[src/rtl/or8_way_reg_if.sv]
// or8_way_reg_if: input vector, enable/clear controls and OR results of the registered OR.
interface or8_way_reg_if #(parameter int WIDTH = 8);
  logic [WIDTH-1:0] in;
  logic             en;
  logic             clr;
  logic             out_comb;
  logic             out;
  logic             seen;
  modport master (output in, en, clr, input out_comb, out, seen);
  modport slave  (input in, en, clr, output out_comb, out, seen);
endinterface

[src/rtl/or8_way_reg.sv]
// or8_way_reg: OR-reduction with a combinational result, an enabled registered copy and a sticky flag.
module or8_way_reg (
  input  logic           clk,
  input  logic           reset,
  or8_way_reg_if.slave   bus
);
  logic any;
  logic out_d, out_q;
  logic seen_d, seen_q;
  assign any = |bus.in;
  // A qualified set on the same edge as clr takes priority over the clear.
  always_comb begin
    out_d  = bus.en ? any : out_q;
    seen_d = (bus.en && any) ? 1'b1 : bus.clr ? 1'b0 : seen_q;
  end
  always_ff @(posedge clk) begin
    if (reset) begin
      out_q  <= 1'b0;
      seen_q <= 1'b0;
    end else begin
      out_q  <= out_d;
      seen_q <= seen_d;
    end
  end
  assign bus.out_comb = any;
  assign bus.out      = out_q;
  assign bus.seen     = seen_q;
endmodule

[src/flat_wrapper.sv]
// flat-port wrapper written by rule: the top's interface ports become plain ports
module or8_way_reg_flat 
  (clk, reset, bus_in, bus_en, bus_clr, bus_out_comb, bus_out, bus_seen);
  or8_way_reg_if #(.WIDTH(8)) bus_i ();
  input  logic clk;
  input  logic reset;
  input wire logic [$bits(bus_i.in)-1:0] bus_in;
  input wire logic [$bits(bus_i.en)-1:0] bus_en;
  input wire logic [$bits(bus_i.clr)-1:0] bus_clr;
  output wire logic [$bits(bus_i.out_comb)-1:0] bus_out_comb;
  output wire logic [$bits(bus_i.out)-1:0] bus_out;
  output wire logic [$bits(bus_i.seen)-1:0] bus_seen;
  assign bus_i.in = bus_in;
  assign bus_i.en = bus_en;
  assign bus_i.clr = bus_clr;
  assign bus_out_comb = bus_i.out_comb;
  assign bus_out = bus_i.out;
  assign bus_seen = bus_i.seen;
  or8_way_reg u_core (.clk(clk), .reset(reset), .bus(bus_i));
endmodule
[config.mk]
export PLATFORM = sky130hd
export DESIGN_NAME = or8_way_reg_flat
export DESIGN_NICKNAME = d
export VERILOG_FILES = /design/src/rtl/or8_way_reg_if.sv /design/src/rtl/or8_way_reg.sv /design/src/flat_wrapper.sv
export SDC_FILE = /design/constraint.sdc
export NUM_CORES = 1
export LEC_CHECK = 0
export CORE_AREA = 4 4 41 43
export DETAILED_ROUTE_END_ITERATION = 10
export DIE_AREA = 0 0 45 47
export GPL_TIMING_DRIVEN = 1
export RECOVER_POWER = 25
export SLEW_MARGIN = 25
export SYNTH_ARGS = -nofsm -noshare
export SYNTH_HDL_FRONTEND = slang
export SYNTH_SLANG_ARGS = --single-unit
[constraint.sdc]
create_clock -name clk -period 4.15 [get_ports clk]
set_clock_uncertainty 0.1 [all_clocks]
set_input_delay 1.245 -clock clk [delete_from_list [all_inputs] [get_ports clk]]
set_output_delay 1.245 -clock clk [all_outputs]
set_load 0.05 [all_outputs]
==> impl_metrics.sql <==
INSERT INTO impl_metrics (metric_group, metric, value, unit) VALUES
('status', 'status', 'finished clean', ''),
('timing', 'finalMaxSlewViolations', '0', ''),
('global_routing', 'grt_first_pass_wirelength', '476', 'µm'),
('pwr', 'comb_power_share', '23.9', '%'),
('timing', 'max_clock_freq', '253.9', 'MHz'),
('logic_synthesis', 'synth_area_leader_cell', 'sky130_fd_sc_hd__dfxtp_1', ''),
('logic_synthesis', 'ys.warnings.count', '0', ''),
('logic_synthesis', 'post_synth_mux_area_share', '0', '%'),
('pwr', 'p_int', '0.06481', 'mW'),
('routing', 'post_detailed_route_via_to_cell_ratio', '3.452', ''),
('logic_synthesis', 'synth_sequential_area_ratio', '41.56', '%'),
('logic_synthesis', 'synth-seq-cells', '2', ''),
('logic_synthesis', 'synth_simple_gate_area_share', '38.96', '%'),
('routing', 'drt-initial-drc-count', '2', ''),
('pwr', 'switching_power', '0.01741', 'mW'),
('worst_setup_path', 'cp_max_fanout', '2', ''),
('timing', 'max_slew_margin', '67.20', '%'),
('logic_synthesis', 'yosys.area_share.xor_xnor', '0', '%'),
('timing', 'final_min_period_over_clock_period', '94.90', '%'),
('logic_synthesis', 'compound_cell_area_share_of_the_yosys_netlist', '19.48', '%'),
('pwr', 'leakagePower', '0.09633', 'nW'),
('global_routing', 'number_of_antenna_violations_at_the_first_check_in_global_routing', '0', ''),
('floorplanning', 'die_area', '0.002115', 'mm²'),
('timing', 'setup-violations-final', '0', ''),
('floorplanning', 'die_width', '45', 'µm'),
('clocking', 'clock_tree_from_tritoncts', 'done', ''),
('clocking', 'cts-hold-fix-buffers', '0', ''),
('routing', 'postRouteWirelength', '330', 'µm'),
('pwr', 'power-per-cell-area', '302.8', 'mW/mm²'),
('worst_setup_path', 'r2r_cells', '2', ''),
('worst_setup_path', 'worstSetupEndpointType', 'primary output', ''),
('logic_synthesis', 'main_combinational_cell_family_by_area_after_synthesis', 'simple AND/OR/NAND/NOR gates', ''),
('pwr', 'vdd_ir_drop_max', '0.00006238', 'V'),
('placement', 'count_of_placed_standard_cells_including_taps', '39', ''),
('clocking', 'numClockSinks', '2', ''),
('global_routing', 'number_of_global_route_vias_before_repair', '132', ''),
('timing', 'timing_worst_slew_pin_value', '0.4905', 'ns'),
('layout', 'final_layout_size_suffix_gt1_share', '18.52', '%'),
('placement', 'placed_cell_area', '252.7', 'µm²'),
('logic_synthesis', 'synth_nets', '22', ''),
('floorplanning', 'starting_utilization_of_the_core_area', '7.404', '%'),
('layout', 'layout.cells.most_common', 'sky130_fd_sc_hd__clkdlybuf4s50_1', ''),
('clocking', 'post_cts_setup_bufs', '0', ''),
('timing', 'tns', '0', 'ns'),
('worst_setup_path', 'startpoint', 'bus_in[3]', ''),
('layout', 'area.growth.synth_to_final', '181.8', '%'),
('clocking', 'cts-resized-gates', '0', ''),
('global_routing', 'pin_count_of_the_biggest_net_entering_global_routing', '3', ''),
('routing', 'vias', '145', ''),
('logic_synthesis', 'portion_of_synthesized_cell_area_occupied_by_the_leading_cell_type', '41.56', '%'),
('global_routing', 'global_route.overflow_total', '0', ''),
('timing', 'final-hold-violation-count', '0', ''),
('clocking', 'worst_setup_hold_path_clk_slew', '0.03', 'ns'),
('pwr', 'power_switching_share', '21.18', '%'),
('worst_setup_path', 'reg2reg_start', 'u_core.bus.out$_SDFFE_PP0P_', ''),
('floorplanning', 'num_rows', '13', ''),
('worst_setup_path', 'arrival', '2.59', 'ns'),
('logic_synthesis', 'synth.avg_cell_area', '9.634', 'µm²'),
('worst_hold_path', 'min-delay-path-class', 'register to register', ''),
('floorplanning', 'placeableCoreArea', '0.001301', 'mm²'),
('logic_synthesis', 'post_synth_design_cell_area', '96.34', 'µm²'),
('layout', 'layout.nets', '41', ''),
('routing', 'drt-pass1-iter-count', '3', ''),
('routing', 'postRouteAntennaNets', '0', ''),
('placement', 'gp_congestion', '0.5959', ''),
('clocking', 'cts-buffers-inserted', '3', ''),
('logic_synthesis', 'yosys.area_share.adder', '0', '%'),
('timing', 'layout_min_cycle_time', '3.939', 'ns'),
('logic_synthesis', 'synthCells', '10', ''),
('pwr', 'seq_power_share', '25.9', '%'),
('clocking', 'clock_path_buffers', '2', '');
cells by family after synthesis:
kind of cell    count (synthesis)
simple gates                    5
flops                           2
compound gates                  3
per-stage QoR:
stage / power [mW] / setup slack (ns) / util (%) / hold slack [ns]
floorplan: 0.02851 / 0.6094 / - / 0.5837
global placement: 0.04150 / 0.2026 / 19.42 / 0.3635
detailed placement: 0.04173 / 0.1952 / 19.42 / 0.3676
CTS: 0.08571 / 0.1889 / 21.15 / 0.3700
global route: 0.09006 / 0.1938 / 20.87 / 0.4042
finish: 0.08222 / 0.2115 / 20.87 / 0.3687
layer usage:
metal / vias to the layer above / track usage (%) / share of wire (%) / wire length (µm)
li1: 72 / - / - / -
met1: 56 / 2.709 / 38 / 125
met2: 15 / 3.672 / 29 / 96
met3: 2 / 6.513 / 31 / 103
met4: 0 / 3.509 / 1.2 / 4
met5: - / 0 / 0 / 0
cell usage after synthesis:
library cell / count
sky130_fd_sc_hd__a21oi_1: 2
sky130_fd_sc_hd__dfxtp_1: 2
sky130_fd_sc_hd__nand2b_1: 2
sky130_fd_sc_hd__o21ai_2: 1
sky130_fd_sc_hd__or2_1: 1
sky130_fd_sc_hd__or4_1: 1
sky130_fd_sc_hd__or4_4: 1
critical path, stage by stage:
cell and delay, ns:
sky130_fd_sc_hd__clkdlybuf4s50_1 0.39, sky130_fd_sc_hd__or4_4 0.53, sky130_fd_sc_hd__or2_1 0.24, sky130_fd_sc_hd__buf_4 0.19
power by group through the flow:
| stage | Sequential [mW] | Combinational [mW] | Clock (mW) |
|---|---|---|---|
| 2_1_floorplan | 0.0260 | 0.00253 | 0 |
| 3_3_place_gp | 0.0215 | 0.0200 | 0 |
| 6_report | 0.0213 | 0.0196 | 0.0413 |
| 3_5_place_dp | 0.0216 | 0.0202 | 0 |
| 5_1_grt | 0.0216 | 0.0205 | 0.0479 |
| 4_1_cts | 0.0213 | 0.0202 | 0.0442 |
cell type report:
cell class | count | area (µm²)
Timing Repair Buffer | 14 | 137.6
Sequential cell | 2 | 40.04
Clock buffer | 3 | 22.52
Fill cell | 159 | 1030
Tap cell | 15 | 18.77
Multi-Input combinational cell | 8 | 52.55
worst max-delay path by stage:
stage / cells after the start / endpoint / slack [ns]
floorplan: 2 / bus_out_comb / 0.61
global placement: 4 / bus_out_comb / 0.20
detailed placement: 4 / bus_out_comb / 0.20
CTS: 4 / bus_out_comb / 0.19
global route: 4 / bus_out_comb / 0.19
finish: 4 / bus_out_comb / 0.21
registers in the layout, summed over array words and instances (netlist names):
signal	flops
u_core.bus.out	1
u_core.bus.seen	1
Power figures use the tool's default switching activity.
